<file path="config.mk">
export PLATFORM = sky130hd
export DESIGN_NAME = cursor_key_ctrl_flat
export DESIGN_NICKNAME = d
export VERILOG_FILES = /design/src/rtl/cursor_key_ctrl_if.sv /design/src/rtl/cursor_key_ctrl.sv /design/src/flat_wrapper.sv
export SDC_FILE = /design/constraint.sdc
export NUM_CORES = 1
export LEC_CHECK = 0
export ABC_CLOCK_PERIOD_IN_PS = 4980
export CAP_MARGIN = 20
export CELL_PAD_IN_SITES_DETAIL_PLACEMENT = 0
export CELL_PAD_IN_SITES_GLOBAL_PLACEMENT = 1
export CORE_MARGIN = 3
export CORE_UTILIZATION = 45
export CTS_BUF_LIST = sky130_fd_sc_hd__clkbuf_4
export DETAILED_ROUTE_END_ITERATION = 12
export PLACE_DENSITY_LB_ADDON = 0.15
export SLEW_MARGIN = 5
export SYNTH_ARGS = -nofsm -noshare
export SYNTH_HDL_FRONTEND = slang
export SYNTH_SLANG_ARGS = --single-unit
export TNS_END_PERCENT = 1
</file>
<file path="constraint.sdc">
create_clock -name clock -period 4.98 [get_ports clock]
set_input_delay 0.747 -clock clock [delete_from_list [all_inputs] [get_ports clock]]
set_output_delay 0.747 -clock clock [all_outputs]
set_load 0.02 [all_outputs]
</file>
<file path="src/rtl/cursor_key_ctrl_if.sv">
// Pushbutton/cursor bus: raw keys and enable in, move pulses and status out.
interface cursor_key_ctrl_if;
  logic [3:0] KEY;
  logic       enable;
  logic [3:0] move;
  logic [3:0] key_held;
  logic       busy;

  modport master (output KEY, output enable, input move, input key_held, input busy);
  modport slave  (input KEY, input enable, output move, output key_held, output busy);
endinterface

</file>
<file path="src/rtl/cursor_key_ctrl.sv">
// Cursor key conditioner: 2-flop sync, per-key debounce, priority grant of a
// freshly pressed key, one-cycle move pulses with optional hold-to-repeat.
module cursor_key_ctrl #(
  parameter int unsigned DEBOUNCE_CYCLES = 500000,
  parameter int unsigned REPEAT_DELAY    = 25000000,
  parameter int unsigned REPEAT_RATE     = 5000000,
  parameter bit          REPEAT_EN       = 1'b1,
  parameter int unsigned CNT_W           = 25
) (
  input logic              clock,
  input logic              reset,
  cursor_key_ctrl_if.slave ck
);

  typedef enum logic [1:0] {IDLE, DELAY, REPEAT, HOLD} state_t;

  logic [3:0]       sync1_reg, sync2_reg;
  logic [3:0]       held, settle, held_next;
  logic [3:0]       fresh_reg, fresh_next;
  state_t           state_reg, state_next;
  logic [1:0]       owner_reg, owner_next;
  logic [CNT_W-1:0] rpt_cnt_reg, rpt_cnt_next;
  logic [3:0]       move_reg, move_next;
  logic             grant;

  // Highest-priority fresh key: left > up > down > right.
  function automatic logic [1:0] pick(input logic [3:0] f);
    if (f[3])      return 2'd3;
    else if (f[2]) return 2'd2;
    else if (f[1]) return 2'd1;
    else           return 2'd0;
  endfunction

  // Two-flop synchroniser, inverted so that 1 means pressed.
  always_ff @(posedge clock or negedge reset) begin
    if (!reset) begin
      sync1_reg <= '0;
      sync2_reg <= '0;
    end else begin
      sync1_reg <= ~ck.KEY;
      sync2_reg <= sync1_reg;
    end
  end

  for (genvar gi = 0; gi < 4; gi++) begin : g_key
    logic [CNT_W-1:0] cnt_reg;
    logic             held_reg;
    logic             differ;

    assign differ     = sync2_reg[gi] ^ held_reg;
    assign settle[gi] = differ && (cnt_reg == CNT_W'(DEBOUNCE_CYCLES - 1));
    assign held[gi]   = held_reg;

    // Debounce: count cycles of disagreement, adopt the new level once stable long enough.
    always_ff @(posedge clock or negedge reset) begin
      if (!reset) begin
        cnt_reg  <= '0;
        held_reg <= 1'b0;
      end else begin
        if (!differ || settle[gi]) cnt_reg <= '0;
        else                       cnt_reg <= cnt_reg + 1'b1;
        if (settle[gi]) held_reg <= sync2_reg[gi];
      end
    end
  end

  // Debounced level after this edge; fresh follows its edges and clears on grant/disable.
  assign held_next  = held ^ settle;
  assign fresh_next = (grant || !ck.enable) ? 4'b0000
                    : ((fresh_reg | (held_next & ~held)) & ~(held & ~held_next));

  // Sequencer next state: grant, delay/repeat timing, release and disable handling.
  always_comb begin
    state_next   = state_reg;
    owner_next   = owner_reg;
    rpt_cnt_next = rpt_cnt_reg + 1'b1;
    move_next    = 4'b0000;
    grant        = 1'b0;
    if (!ck.enable) begin
      state_next   = IDLE;
      rpt_cnt_next = '0;
    end else begin
      case (state_reg)
        IDLE: begin
          rpt_cnt_next = '0;
          if (|fresh_reg) begin
            grant      = 1'b1;
            owner_next = pick(fresh_reg);
            move_next  = 4'b0001 << pick(fresh_reg);
            state_next = REPEAT_EN ? DELAY : HOLD;
          end
        end
        DELAY: begin
          if (!held[owner_reg]) begin
            state_next   = IDLE;
            rpt_cnt_next = '0;
          end else if (rpt_cnt_reg == CNT_W'(REPEAT_DELAY - 1)) begin
            move_next    = 4'b0001 << owner_reg;
            state_next   = REPEAT;
            rpt_cnt_next = '0;
          end
        end
        REPEAT: begin
          if (!held[owner_reg]) begin
            state_next   = IDLE;
            rpt_cnt_next = '0;
          end else if (rpt_cnt_reg == CNT_W'(REPEAT_RATE - 1)) begin
            move_next    = 4'b0001 << owner_reg;
            rpt_cnt_next = '0;
          end
        end
        HOLD: begin
          rpt_cnt_next = '0;
          if (!held[owner_reg]) state_next = IDLE;
        end
        default: begin
          state_next   = IDLE;
          rpt_cnt_next = '0;
        end
      endcase
    end
  end

  // Sequencer registers, fresh flags and the registered move pulse.
  always_ff @(posedge clock or negedge reset) begin
    if (!reset) begin
      state_reg   <= IDLE;
      owner_reg   <= 2'd0;
      rpt_cnt_reg <= '0;
      move_reg    <= 4'b0000;
      fresh_reg   <= 4'b0000;
    end else begin
      state_reg   <= state_next;
      owner_reg   <= owner_next;
      rpt_cnt_reg <= rpt_cnt_next;
      move_reg    <= move_next;
      fresh_reg   <= fresh_next;
    end
  end

  assign ck.move     = move_reg;
  assign ck.key_held = held;
  assign ck.busy     = (state_reg != IDLE);

endmodule

</file>
<file path="src/flat_wrapper.sv">
// flat-port wrapper written by rule: the top's interface ports become plain ports
module cursor_key_ctrl_flat 
#(
  parameter int unsigned DEBOUNCE_CYCLES = 500000,
  parameter int unsigned REPEAT_DELAY    = 25000000,
  parameter int unsigned REPEAT_RATE     = 5000000,
  parameter bit          REPEAT_EN       = 1'b1,
  parameter int unsigned CNT_W           = 25
)
  (clock, reset, ck_KEY, ck_enable, ck_move, ck_key_held, ck_busy);
  cursor_key_ctrl_if ck_i ();
  input logic clock;
  input logic reset;
  input wire logic [$bits(ck_i.KEY)-1:0] ck_KEY;
  input wire logic [$bits(ck_i.enable)-1:0] ck_enable;
  output wire logic [$bits(ck_i.move)-1:0] ck_move;
  output wire logic [$bits(ck_i.key_held)-1:0] ck_key_held;
  output wire logic [$bits(ck_i.busy)-1:0] ck_busy;
  assign ck_i.KEY = ck_KEY;
  assign ck_i.enable = ck_enable;
  assign ck_move = ck_i.move;
  assign ck_key_held = ck_i.key_held;
  assign ck_busy = ck_i.busy;
  cursor_key_ctrl #(.DEBOUNCE_CYCLES(DEBOUNCE_CYCLES), .REPEAT_DELAY(REPEAT_DELAY), .REPEAT_RATE(REPEAT_RATE), .REPEAT_EN(REPEAT_EN), .CNT_W(CNT_W)) u_core (.clock(clock), .reset(reset), .ck(ck_i));
endmodule
</file>
**After elaboration in Yosys (flattened, before gate mapping)**

Cells that the tools add are included.

- Latch bits: 0
- Word-level logic and storage cells: 104
- Bits in read-only memories: 0
- Bits in registers: 149
- Output and inout port bits: 9
- Memory bits (writable): 0
- Bits of input ports: 7
- Memories kept: 0

- Bitwise gates (word level): 13
- Order comparisons: 1
- Multiply operators: 0
- Reductions and logical operators: 21
- Mux-type cells: 35
- Equal/unequal tests: 12
- Add/subtract/negate cells: 5
- Div/mod/pow operators: 0
- Shift-type cells: 2

Operators with widths:

| operator | count |
|---|---|
| $mux W25 | 9 |
| $add A25 B1 Y25 const B | 5 |
| $eq A25 B19 Y1 const B | 4 |
| $pmux W25 S3 | 1 |
| $mux W4 | 7 |
| $eq A25 B23 Y1 const B | 1 |
| $eq A25 B25 Y1 const B | 1 |
| $mux W2 | 10 |
| $not A4 Y4 | 4 |
| $and A4 B4 Y4 | 3 |
| $pmux W4 S3 | 1 |
| $shl A1 B2 Y4 const A | 2 |
| $pmux W2 S3 | 1 |
| $reduce_and A3 Y1 | 2 |
| $logic_not A1 Y1 | 5 |
| $logic_or A1 B1 Y1 | 5 |
| $mux W1 | 5 |
| $eq A2 B2 Y1 const B | 2 |
| $logic_and A1 B1 Y1 | 4 |
| $ne A4 B3 Y1 const B | 1 |
| $or A4 B4 Y4 | 1 |
| $reduce_or A2 Y1 | 2 |
| $reduce_or A4 Y1 | 1 |
| $xor A1 B1 Y1 | 4 |
| other kinds (8) | 8 |

**Logic depth before layout (Yosys ltp)**

Gate-level depths: netlist of the first run.

- Depth after elaboration: 10
- Gate-level depth with buffers: 7
- Gate-level depth less buffers: 5

**Worst setup path after synthesis of the first run**

OpenSTA, ideal clock, no wires.

- Path type: register to register
- Start point: register u_core.g_key[0].cnt_reg[0]
- End point: register u_core.g_key[0].cnt_reg[24]
- Path buffers: 1
- Clock period less this slack: 1.912 ns
- Path slack: 3.068 ns
- Data arrival time: 1.834 ns
- Data required time: 4.902 ns
- Cell stages (with the launch flop): 7
- Setup time: 0.078 ns
- Cell sequence: dfrtp_1 ha_1 nand4_1 or4_1 clkbuf_1 or3_1 a21oi_1

- Cells in the longest elaborated chain, start to end: 4
- Elaborated cells between the ends (all ways): 5
- Those cells by class: add/sub (1); eq/ne (1); mux (1); reduce/logical (2)

Ends and longest elaborated chain:

| item | line | RTL |
|---|---|---|
| from (decl) | cursor_key_ctrl.sv:46 | `logic [CNT_W-1:0] cnt_reg;` |
| from (signal assigned) | cursor_key_ctrl.sv:61 | `else cnt_reg <= cnt_reg + 1'b1;` |
| branches (longest 3 deep; another with $add A25 B1 Y25) | n/a |  |
| $mux W25 (*) | cursor_key_ctrl.sv:60 | `if (!differ \|\| settle[gi]) cnt_reg <= '0;` |

Every way passes the cells marked *.
A chain may end at the register's enable or synchronous reset.

**Worst setup path in the final report of the first run**

- Start point: register u_core.state_reg[0]
- End point: output port ck_busy

- Cells in the longest elaborated chain, start to end: 1

Ends and longest elaborated chain:

| item | line | RTL |
|---|---|---|
| from (decl) | cursor_key_ctrl.sv:20 | `state_t state_reg, state_next;` |
| from (signal assigned) | cursor_key_ctrl.sv:133 | `state_reg <= state_next;` |
| $reduce_bool A2 Y1 | cursor_key_ctrl.sv:143 | `assign ck.busy = (state_reg != IDLE);` |
| to (decl) | flat_wrapper.sv:18 | `output wire logic [$bits(ck_i.busy)-1:0] ck_busy;` |

No other way between the ends.

==> results.tsv, run 1 <==
stage	metric	value	unit
worst_setup_path	list of cells traversed by the critical path	nor2_1, inv_1, clkdlybuf4s50_1	
timing	setup repair after global routing missed its margin	no	
yosys	synthesized netlist cell count	783	
clock_tree	Clk pin slew, worst setup/hold paths	0.14	ns
worst_setup_path	r2r worst-path depth	6	
floorplan	height of the die	135.4	µm
yosys	cell taking the most area after synthesis	dfrtp_1	
worst_setup_path	CP bufs+invs	2	
timing	setup violators final	0	
pwr	static power due to leakage	3.163	nW
place	post-place instance area	7819	µm²
yosys	average size of a mapped cell	9.628	µm²
worst_setup_path	nature of the critical path startpoint	flop	
clock_tree	clock buffers created by TritonCTS	17	
drt	antenna-violating nets left	0	
cells_and_area	total number of nets in the final design	797	
cells_and_area	fraction of final layout cells sized beyond drive strength 1	5.514	%
yosys	number of storage elements in the synthesis netlist	149	
clock_tree	sinks on the clock net	149	
cells_and_area	layout overhead on the synthesized area	8.149	%
drt	length of routed wiring on met1	7373	µm
worst_setup_path	worst endpoint required time	4.23	ns
drt	highest metal layer with signal wires	met4	
worst_setup_path	flop2flop setup slack	2.51	ns
timing	Sum Neg Setup Slack	0	ns
worst_setup_path	maximum cell stage delay along the critical path	0.62	ns
worst_setup_path	CP Class	reg2out	
floorplan	starting utilization of the core area	46.78	%
timing	crit path setup slack, layout	2.372	ns
global_routing	total track usage	17.98	%
cells_and_area	Filler cells	1485	
yosys	number of different library cells in the post-synthesis netlist	44	
run	number of max-capacitance violations reported	0	
drt	DRC violation count after routing	0	
floorplan	Rows	46	
global_routing	wire length of the first global-routing pass	26940	µm
yosys	number of synthesized flops with an enable pin	0	
clock_tree	clock tree buffer depth	2	
drt	number of iterations in the first detailed-routing pass	5	
pwr	PwrDens	264.2	nW/µm²
clock_tree	CTS tree	built	
timing	final number of hold-violating endpoints	0	
drt	DRT iter0 DRCs	427	
place	Detail Placement HPWL	10250	µm
timing	worst slew margin relative to its limit	35.93	%
yosys	top-area cell type share of the netlist area	49.46	%
cells_and_area	area of all sequential standard cells	3729	µm²
clock_tree	Clock Tree Root	clkbuf_4	
yosys	ys flop type	dfrtp_1	
worst_setup_path	arrival time at the worst endpoint	1.86	ns
worst_setup_path	maximum fanout along the worst path	8	
drt	Routed WL	15440	µm
place	buffers added on ports	15	
worst_setup_path	launching point of the worst reg2reg path	u_core.g_key[0].cnt_reg[0]$_DFF_PN0_	
yosys	Cell Area, Synth	7538	µm²
floorplan	die extent in x	135.4	µm
place	Routability Congestion	0.7929	
yosys	Synth warnings	0	
worst_setup_path	critical-path cell with the highest stage delay	clkdlybuf4s50_1	
timing	min Tclk post-route	2.608	ns
timing	fmax	383.4	MHz
worst_setup_path	endpoint type of the worst setup path	output pin	
drt	detailed-routed wire length on met3	473	µm
cells_and_area	area of the multi-input gates	3530	µm²
timing	Final period util	52.37	%
clock_tree	clock insertion delay at the later pin of the skew report	0.56	ns
worst_setup_path	cell family with the largest share of critical-path delay	buffers and inverters	
yosys	Mapped Nets	795	
floorplan	Std-Cell Core Area	16120	µm²
clock_tree	CTS H-tree depth	4	
pwr	maximum VDD drop	0.0002190	V
yosys	top cells by area in the synthesized netlist	dfrtp_1 (49%), xor2_1 (5.8%), a21oi_1 (3.5%)	
clock_tree	post-cts sizing count	0	
cells_and_area	flip-flop count of the largest register, all copies and words added	100	
timing	worst clock skew on the final layout	0.02058	ns
timing	worst hold slack across all endpoints	0.2906	ns
floorplan	IO Pins	16	
global_routing	overflow left after global routing	0	
hold_path	class of the tightest hold or removal check	in2async	
drt	per-cell routed wire length	15.21	µm
clock_tree	hold-fix buffers at CTS	0	
drt	routed wl met2	7400	µm
yosys	share of synthesized flip-flops with an asynchronous set or reset	100.0	%
drt	average vias per placed instance	5.840	
cells_and_area	Final Instance Area	8153	µm²
timing	final number of max-transition violations	0	
clock_tree	setup repair bufs after CTS	0	
worst_setup_path	capture point of the worst reg-to-reg path	u_core.g_key[0].cnt_reg[7]$_DFF_PN0_	
timing	Least-Margin Pin Slew	0.9610	ns
run_status	status	complete, no violations	
global_routing	largest net degree at the start of global routing	107	
place	Worst Setup Slack post-DPL	2.511	ns
drt	DR vias	5928	
global_routing	via count of the first global-routing pass	5733	
floorplan	die area	18340	µm²
yosys	register area share after synthesis	49.46	%
global_routing	number of antenna violations at the first check in global routing	0	
[placed cells by master, fill, tap and decap left out, types with 3 or more instances in the layout]
cell	n
nand3_1	42
and4_1	20
or3_1	26
and2_1	9
xnor2_1	15
o21ai_1	4
o31ai_1	31
xor2_1	50
nand2b_1	3
nor2b_1	3
nor4b_1	9
inv_1	27
nand4b_1	3
a21oi_1	53
buf_4	5
a31oi_1	6
bufinv_16	4
or4_1	30
mux2i_1	5
clkdlybuf4s50_1	14
clkinvlp_4	4
a21o_1	4
inv_6	3
nor2_1	67
nand4_1	42
nand2_1	46
nor4_1	14
nor3_1	8
clkbuf_4	17
dfrtp_1	149
ha_1	5
and3_1	8
o21ai_0	41
a22oi_1	14
[report_power, final]
group	total [W]	internal, W	switching (W)
clock	0.000857	0.000402	0.000455
combinational	0.0000659	0.0000174	0.0000485
sequential	0.00123	0.00122	0.0000105
total	0.00215	0.00164	0.000514
[layout make-up]
class	instances	area share, %
sequential	149	45.73
multi-input combinational	570	43.29
tap	216	3.315
clock inverter	15	2.502
timing repair buffer	20	2.317
clock buffer	17	1.565
inverter	27	1.243
antenna	1	0.03069
[through the flow]
step                      std cells  total power (W)  util, %
after floorplan                 783         0.001282        -
after global placement          982         0.001320    48.52
after detailed placement        982         0.001323    48.52
after CTS                      1014         0.002198    50.57
after global routing           1014         0.002253    50.57
final                          1015         0.002154    50.59
[worst max-delay path by stage]
stage | slack, ns | from | endpoint | cells after the start
after floorplan | 3.07 | u_core.g_key[0].cnt_reg[0]$_DFF_PN0_ | u_core.g_key[0].cnt_reg[24]$_DFF_PN0_ | 6
after global placement | 2.56 | ck_enable | u_core.rpt_cnt_reg[13]$_DFF_PN0_ | 4
after detailed placement | 2.51 | ck_enable | u_core.rpt_cnt_reg[1]$_DFF_PN0_ | 4
after CTS | 2.29 | u_core.state_reg[0]$_DFFE_PN0P_ | ck_busy | 3
after global routing | 2.21 | u_core.state_reg[0]$_DFFE_PN0P_ | ck_busy | 3
final | 2.37 | u_core.state_reg[0]$_DFFE_PN0P_ | ck_busy | 3
[logic make-up (layout without fill, tap and decap cells)]
family,after synthesis,count (layout),synth area share [%]
mux,6,6,0.9627
fa+ha+maj,5,5,0.8299
compound gates,156,156,12.18
buf+inv,64,79,3.718
flops,149,149,49.46
other cells,0,1,0
xor+xnor,65,65,7.552
simple gates,338,338,25.30
[per-layer routing]
| layer | track usage [%] | vias up |
|---|---|---|
| met5 | 0 | - |
| met4 | 6.775 | 0 |
| met3 | 3.715 | 21 |
| met2 | 28.65 | 88 |
| met1 | 24.34 | 2926 |
| li1 | - | 2893 |
[cells in the mapped netlist, types with 6 or more instances]
master,n
nand2_1,46
and2_1,9
inv_1,27
and4_1,20
or3_1,26
dfrtp_1,149
nor4b_1,9
nor3_1,8
clkbuf_1,17
a21oi_1,53
o31ai_1,31
nor2_1,67
a22oi_1,14
or4_1,30
a31oi_1,6
xnor2_1,15
and3_1,8
nand3_1,42
buf_2,12
nand4_1,42
nor4_1,14
o21ai_0,42
buf_4,6
xor2_1,50
[worst reg2reg max path: cells and delay by family (launching register included)]
family | cells | cell delay (ns)
and+or+nand+nor | 3 | 0.71
AOI/OAI and AO/OA | 1 | 0.67
DFF | 1 | 0.43
buffers and inverters | 1 | 0.30
adders and majority gates | 1 | 0.23
Power figures use the tool's default switching activity.
==> inputs of run 2 (changes only) <==
--- a/config.mk
+++ b/config.mk
@@ -5,7 +5,7 @@
 export SDC_FILE = /design/constraint.sdc
 export NUM_CORES = 1
 export LEC_CHECK = 0
-export ABC_CLOCK_PERIOD_IN_PS = 4980
+export ABC_CLOCK_PERIOD_IN_PS = 2500
 export CAP_MARGIN = 20
 export CELL_PAD_IN_SITES_DETAIL_PLACEMENT = 0
 export CELL_PAD_IN_SITES_GLOBAL_PLACEMENT = 1
==> constraint.sdc (replaced) <==
create_clock -name clock -period 2.5 [get_ports clock]
set_input_delay 0.375 -clock clock [delete_from_list [all_inputs] [get_ports clock]]
set_output_delay 0.375 -clock clock [all_outputs]
set_load 0.02 [all_outputs]
==> run 2 against run 1 <==
Sequential cell count stayed put. Critical endpoint unchanged. Highest routed layer unchanged. Largest power group unchanged. First-iteration DRC count decreased by 3.7%. Via count shrank 0.47%. Utilization rose by 0.38 points. Clock-buffer cell count up 1. Die area is the same. Critical path type unchanged.
==> results.tsv, run 2 (same netlist as run 1, synthesis figures left out) <==
stage	metric	value	unit	change
cells_and_area	fraction of final layout cells sized beyond drive strength 1	5.955	%	+0.44 points
drt	DRT iter0 DRCs	411		-3.7%
timing	Least-Margin Pin Slew	0.5772	ns	-0.3838 ns
drt	per-cell routed wire length	15.36	µm	+0.97%
hold_path	number of instances on the worst hold path	2		
cells_and_area	layout overhead on the synthesized area	8.963	%	
global_routing	overflow left after global routing	0		unchanged
run_status	status	complete, no violations		
clock_tree	setup repair bufs after CTS	0		unchanged
clock_tree	Clock Tree Root	clkbuf_4		
drt	Routed WL	15700	µm	+1.7%
timing	worst slew margin relative to its limit	61.11	%	+25 points
global_routing	largest net degree at the start of global routing	57		-47%
pwr	Seq pwr share	57.7	%	+0.5 points
drt	DR vias	5900		-0.47%
timing	min Tclk post-route	2.223	ns	
global_routing	wire length of the first global-routing pass	27290	µm	+1.3%
cells_and_area	final standard cell count with taps included and fillers excluded	1022		+0.69%
drt	number of iterations in the first detailed-routing pass	4		-1
place	post-place instance area	7884	µm²	+0.83%
clock_tree	clock buffers created by TritonCTS	17		unchanged
worst_setup_path	list of cells traversed by the critical path	nor2_1, inv_1, clkdlybuf4s50_1		
floorplan	starting utilization of the core area	46.78	%	unchanged
timing	setup repair after global routing missed its margin	no		
pwr	PwrDens	517.7	nW/µm²	+96%
pwr	share of power burned in combinational logic	3.3	%	+0.2 points
hold_path	Hold Startpoint	ck_KEY[2]		
drt	DRC violation count after routing	0		unchanged
drt	average vias per placed instance	5.773		-1.2%
timing	final number of hold-violating endpoints	0		unchanged
floorplan	Std-Cell Core Area	16120	µm²	unchanged
cells_and_area	flip-flop count of the largest register, all copies and words added	100		unchanged
timing	Sum Neg Setup Slack	0	ns	unchanged
worst_setup_path	critical-path cell with the highest stage delay	clkdlybuf4s50_1		
floorplan	IO Pins	16		unchanged
worst_setup_path	endpoint type of the worst setup path	output pin		
worst_setup_path	arrival time at the worst endpoint	1.85	ns	about the same
cells_and_area	top library cells by usage in the layout, fill and taps aside	dfrtp_1 (149), nor2_1 (67), a21oi_1 (53)		
floorplan	die extent in x	135.4	µm	unchanged
pwr	power after layout	0.004253	W	+97%
global_routing	via count of the first global-routing pass	5713		-0.35%
pwr	fraction of power spent switching nets	23.14	%	-0.72 points
clock_tree	Clk pin slew, worst setup/hold paths	0.12	ns	-0.02 ns
clock_tree	clock tree buffer depth	2		unchanged
pwr	maximum VDD drop	0.0002551	V	+17%
clock_tree	CTS H-tree depth	4		unchanged
hold_path	class of the tightest hold or removal check	in2reg		
worst_setup_path	CP Class	reg2out		
clock_tree	CTS tree	built		
place	Routability Congestion	0.8095		+2.1%
global_routing	number of antenna violations at the first check in global routing	0		unchanged
place	number of cells after detailed placement	989		+0.71%
worst_setup_path	maximum cell stage delay along the critical path	0.63	ns	about the same
cells_and_area	Final Instance Area	8214	µm²	+0.75%
timing	setup violators final	0		unchanged
worst_setup_path	maximum fanout along the worst path	8		unchanged
timing	final number of max-transition violations	0		unchanged
worst_setup_path	r2r worst-path depth	5		-1
worst_setup_path	launching point of the worst reg2reg path	u_core.g_key[0].cnt_reg[0]$_DFF_PN0_		
cells_and_area	area of all sequential standard cells	3729	µm²	unchanged
run	number of max-capacitance violations reported	0		unchanged
drt	antenna-violating nets left	0		unchanged
clock_tree	clock insertion delay at the later pin of the skew report	0.54	ns	-0.02 ns
floorplan	Rows	46		unchanged
timing	worst clock skew on the final layout	0.01477	ns	-0.005812 ns
cells_and_area	total number of nets in the final design	805		+1.0%
global_routing	total track usage	18.12	%	+0.14 points
worst_setup_path	flop2flop setup slack	0.41	ns	-2.10 ns
place	buffers added on ports	15		unchanged
worst_setup_path	capture point of the worst reg-to-reg path	u_core.g_key[0].cnt_reg[24]$_DFF_PN0_		
timing	Final period util	88.91	%	
pwr	share of power burned in the clock network	39.1	%	-0.7 points
timing	worst hold slack across all endpoints	0.3066	ns	+0.01599 ns
cells_and_area	area of the multi-input gates	3530	µm²	unchanged
worst_setup_path	nature of the critical path startpoint	flop		
clock_tree	sinks on the clock net	149		unchanged
cells_and_area	Filler cells	1526		+2.8%
timing	fmax	449.9	MHz	
worst_setup_path	worst endpoint required time	2.12	ns	-2.11 ns
cells_and_area	most common library cell in the layout ignoring fill and taps	dfrtp_1		
place	Detail Placement HPWL	10820	µm	+5.6%
cells_and_area	n_diodes	0		-1
floorplan	die area	18340	µm²	unchanged
pwr	static power due to leakage	3.198	nW	+1.1%
hold_path	worst min-delay path endpoint	u_core.sync1_reg[2]$_DFF_PN0_		
pwr	internal power	0.003268	W	+99%
pwr	net switching power figure	0.0009841	W	+91%
floorplan	height of the die	135.4	µm	unchanged
-- run 2: changes by cell type in the layout (fill, tap and decap cells not counted) --
cell / before / now
clkinv_1: 0 / 3
buf_4: 5 / 11
buf_12: 0 / 1
clkinv_4: 2 / 3
clkinv_2: 2 / 1
clkinvlp_4: 4 / 3
dlygate4sd3_1: 0 / 1
clkbuf_4: 17 / 18
diode_2: 1 / 0
inv_6: 3 / 0
-- run 2: area by class of cell --
type                    count  share of cell area (%)
clock buffers              18                   1.645
clock inverters            14                   2.254
inverters                  27                   1.234
multi-input cells         570                   42.97
flip-flops and latches    149                   45.39
well taps                 216                   3.290
repair buffers             28                   3.214
-- run 2: worst max-delay path by stage --
stage                                         start                                     to  slack, ns
2_1_floorplan  u_core.g_key[0].cnt_reg[0]$_DFF_PN0_  u_core.g_key[0].cnt_reg[24]$_DFF_PN0_       0.59
3_3_place_gp   u_core.g_key[0].cnt_reg[0]$_DFF_PN0_  u_core.g_key[0].cnt_reg[20]$_DFF_PN0_       0.49
3_5_place_dp   u_core.g_key[0].cnt_reg[0]$_DFF_PN0_  u_core.g_key[0].cnt_reg[24]$_DFF_PN0_       0.44
4_1_cts             u_core.state_reg[0]$_DFFE_PN0P_                                ck_busy       0.20
5_1_grt             u_core.state_reg[0]$_DFFE_PN0P_                                ck_busy       0.15
6_report            u_core.state_reg[0]$_DFFE_PN0P_                                ck_busy       0.28
-- run 2: layer usage --
metal / vias to the layer above / share of wire (%) / GRT usage, %
li1: 2904 / - / -
met1: 2933 / 48 / 24.81
met2: 54 / 49 / 29.31
met3: 9 / 2.2 / 4.086
met4: 0 / 0.62 / 4.759
met5: - / 0 / 0
-- run 2: power by group through the flow --
stage / sequential (W) / clock [W] / combinational (W)
2_1_floorplan: 0.00249 / 0 / 0.0000598
4_1_cts: 0.00245 / 0.00173 / 0.000147
3_3_place_gp: 0.00250 / 0 / 0.000141
3_5_place_dp: 0.00250 / 0 / 0.000145
6_report: 0.00245 / 0.00166 / 0.000139
5_1_grt: 0.00246 / 0.00182 / 0.000163
-- run 2: what timing repair did --
item	CTS	global route
gates resized for setup	0	0
endpoints found under the hold margin	52	0
setup endpoints to repair	0	0
hold buffers	1	0
-- run 2: worst max-delay path, delay by kind of cell, from the launching register on --
family / cells / cell delay (ns)
buffers and inverters: 2 / 0.72
and+or+nand+nor: 1 / 0.10
DFF: 1 / 0.49
-- run 2: stage by stage --
| stage | setup WS (ns) | utilization (%) |
|---|---|---|
| global route | 0.1455 | 50.97 |
| floorplan | 0.5878 | - |
| global placement | 0.4864 | 48.92 |
| detailed placement | 0.4354 | 48.92 |
| finish | 0.2771 | 50.97 |
| CTS | 0.1997 | 50.97 |
==> inputs of run 3 (changes only) <==
--- a/config.mk
+++ b/config.mk
@@ -11,9 +11,9 @@
 export CELL_PAD_IN_SITES_GLOBAL_PLACEMENT = 1
 export CORE_MARGIN = 3
 export CORE_UTILIZATION = 45
-export CTS_BUF_LIST = sky130_fd_sc_hd__clkbuf_4
+export CTS_BUF_LIST = sky130_fd_sc_hd__clkbuf_4 sky130_fd_sc_hd__clkbuf_8
 export DETAILED_ROUTE_END_ITERATION = 12
-export PLACE_DENSITY_LB_ADDON = 0.15
+export PLACE_DENSITY_LB_ADDON = 0.1
 export SLEW_MARGIN = 5
 export SYNTH_ARGS = -nofsm -noshare
 export SYNTH_HDL_FRONTEND = slang
==> run 3 against run 2 <==
Routed wire length is 0.89% higher. Worst hold slack better by 0.055 ns. Clock-buffer cell count is 1 lower. Highest routed layer unchanged. Global-route usage is 0.18 points higher. Sequential power hardly changed. Register-to-register slack hardly changed. Cell area is 0.55% higher. Clock skew is 0.00098 ns lower. Die area stayed put. Clock power is 9% higher.
==> results.tsv, run 3 (same netlist as run 1, synthesis figures left out) <==
stage	metric	value	unit	change
run_status	status	complete, no violations		
timing	setup repair after global routing missed its margin	no		
drt	antenna-violating nets left	0		unchanged
worst_setup_path	nature of the critical path startpoint	flop		
worst_setup_path	arrival time at the worst endpoint	1.77	ns	-0.08 ns
floorplan	height of the die	135.4	µm	unchanged
worst_setup_path	CP Class	reg2out		
cells_and_area	Filler cells	1498		-1.8%
floorplan	die extent in x	135.4	µm	unchanged
clock_tree	Clock Tree Root	clkbuf_8		
clock_tree	clock buffers created by TritonCTS	17		unchanged
pwr	maximum VDD drop	0.0003408	V	+34%
pwr	net switching power figure	0.001126	W	+14%
cells_and_area	total number of nets in the final design	801		-0.50%
clock_tree	Clk pin slew, worst setup/hold paths	0.09	ns	-0.03 ns
pwr	share of power burned in combinational logic	3.2	%	about the same
clock_tree	CTS tree	built		
timing	worst slew margin relative to its limit	59.21	%	-1.9 points
timing	fmax	465.7	MHz	+3.5%
pwr	PwrDens	533.4	nW/µm²	+3.0%
cells_and_area	top library cells by usage in the layout, fill and taps aside	dfrtp_1 (149), nor2_1 (67), a21oi_1 (53)		
run	number of max-capacitance violations reported	0		unchanged
floorplan	IO Pins	16		unchanged
worst_setup_path	worst endpoint required time	2.12	ns	about the same
timing	worst clock skew on the final layout	0.01379	ns	-0.0009790 ns
floorplan	Rows	46		unchanged
global_routing	via count of the first global-routing pass	5642		-1.2%
global_routing	wire length of the first global-routing pass	27420	µm	+0.48%
worst_setup_path	endpoint type of the worst setup path	output pin		
global_routing	number of antenna violations at the first check in global routing	0		unchanged
drt	average vias per placed instance	5.820		+0.82%
clock_tree	clock insertion delay at the later pin of the skew report	0.46	ns	-0.08 ns
worst_setup_path	list of cells traversed by the critical path	nor2_1, inv_1, clkdlybuf4s50_1		
drt	DR vias	5925		+0.42%
place	buffers added on ports	15		unchanged
drt	DRT iter0 DRCs	317		-23%
global_routing	largest net degree at the start of global routing	53		-7.0%
cells_and_area	area of the multi-input gates	3530	µm²	unchanged
place	Detail Placement HPWL	10650	µm	-1.6%
worst_setup_path	flop2flop setup slack	0.40	ns	about the same
drt	number of iterations in the first detailed-routing pass	5		+1
timing	Sum Neg Setup Slack	0	ns	unchanged
worst_setup_path	maximum fanout along the worst path	8		unchanged
pwr	fraction of power spent switching nets	25.57	%	+2.4 points
drt	Routed WL	15840	µm	+0.89%
cells_and_area	fraction of final layout cells sized beyond drive strength 1	5.860	%	-0.095 points
clock_tree	sinks on the clock net	149		unchanged
timing	worst hold slack across all endpoints	0.3618	ns	+0.05523 ns
clock_tree	CTS H-tree depth	4		unchanged
cells_and_area	Final Instance Area	8259	µm²	+0.55%
hold_path	class of the tightest hold or removal check	reg2reg		
timing	Final period util	85.90	%	-3.0 points
timing	setup violators final	0		unchanged
timing	min Tclk post-route	2.147	ns	-0.07549 ns
pwr	Seq pwr share	55.6	%	-2.1 points
cells_and_area	area of all sequential standard cells	3729	µm²	unchanged
cells_and_area	layout overhead on the synthesized area	9.560	%	
pwr	internal power	0.003279	W	+0.32%
pwr	static power due to leakage	3.202	nW	+0.11%
global_routing	overflow left after global routing	0		unchanged
timing	final number of hold-violating endpoints	0		unchanged
place	post-place instance area	7866	µm²	-0.22%
global_routing	total track usage	18.30	%	+0.18 points
clock_tree	post-cts sizing count	0		unchanged
worst_setup_path	maximum cell stage delay along the critical path	0.62	ns	about the same
cells_and_area	most common library cell in the layout ignoring fill and taps	dfrtp_1		
floorplan	Std-Cell Core Area	16120	µm²	unchanged
drt	per-cell routed wire length	15.56	µm	+1.3%
timing	Least-Margin Pin Slew	0.6054	ns	+0.02821 ns
cells_and_area	flip-flop count of the largest register, all copies and words added	100		unchanged
place	Routability Congestion	0.7928		-2.1%
floorplan	die area	18340	µm²	unchanged
clock_tree	clock tree buffer depth	2		unchanged
cells_and_area	n_diodes	0		unchanged
timing	final number of max-transition violations	0		unchanged
pwr	share of power burned in the clock network	41.2	%	+2.1 points
worst_setup_path	critical-path cell with the highest stage delay	clkdlybuf4s50_1		
drt	DRC violation count after routing	0		unchanged
floorplan	starting utilization of the core area	46.78	%	unchanged
==> run 3: cell count changes in the layout (fill, tap and decap cells not counted), moves of 2 or more <==
cell | before | now
clkbuf_4 | 18 | 0
clkbuf_8 | 0 | 17
buf_4 | 11 | 6
inv_6 | 0 | 4
bufinv_16 | 4 | 1
clkinv_1 | 3 | 0
clkinvlp_4 | 3 | 5
==> run 3: layer usage <==
metal  share of wire [%]  GRT usage, %  vias up
met2                  48         28.98       84
met3                 3.4         4.866       14
li1                    -             -     2897
met1                  48         25.34     2930
met5                   0             0        -
met4                0.80         4.311        0
==> run 3: area by class of cell <==
type / instances / area share, %
sequential: 149 / 45.14
inverter: 27 / 1.227
clock buffer: 17 / 2.833
timing repair buffer: 24 / 2.984
tap: 216 / 3.272
multi-input combinational: 570 / 42.74
clock inverter: 15 / 1.803
==> run 3: critical path: cells and delay by family (launching register included) <==
family | cells | cell delay [ns]
buffers and inverters | 2 | 0.74
flip-flops | 1 | 0.48
AND/OR/NAND/NOR | 1 | 0.10
==> run 3: repair_timing <==
action	4_1_cts	5_1_grt
buffers inserted	0	0
endpoints found under the hold margin	47	0
hold buffers	1	0
==> run 3: final timing paths <==
check | from | endpoint | cells after the start
setup / recovery | u_core.state_reg[0]$_DFFE_PN0P_ | ck_busy | 3
hold / removal | u_core.sync1_reg[1]$_DFF_PN0_ | u_core.sync2_reg[1]$_DFF_PN0_ | 0
setup reg to reg | u_core.g_key[0].cnt_reg[0]$_DFF_PN0_ | u_core.fresh_reg[0]$_DFF_PN0_ | 5
hold reg to reg | u_core.sync1_reg[1]$_DFF_PN0_ | u_core.sync2_reg[1]$_DFF_PN0_ | 0
max in group asynchronous | reset | u_core.g_key[2].cnt_reg[13]$_DFF_PN0_ | 3
min in group asynchronous | reset | u_core.g_key[0].cnt_reg[6]$_DFF_PN0_ | 2
==> run 3: power by group through the flow <==
stage                     sequential, W  combinational [W]  clock, W
final                           0.00245           0.000141   0.00181
after global routing            0.00246           0.000165   0.00199
after CTS                       0.00245           0.000147   0.00188
after detailed placement        0.00250           0.000145         0
after global placement          0.00250           0.000141         0
after floorplan                 0.00249          0.0000598         0
==> run 3: through the flow <==
stage / cells / setup WS [ns] / util [%] / total power (W)
floorplan: 783 / 0.5878 / - / 0.002555
global placement: 985 / 0.4885 / 48.81 / 0.002638
detailed placement: 985 / 0.4194 / 48.81 / 0.002644
CTS: 1018 / 0.2988 / 51.25 / 0.004474
global route: 1018 / 0.2145 / 51.25 / 0.004609
finish: 1018 / 0.3526 / 51.25 / 0.004405
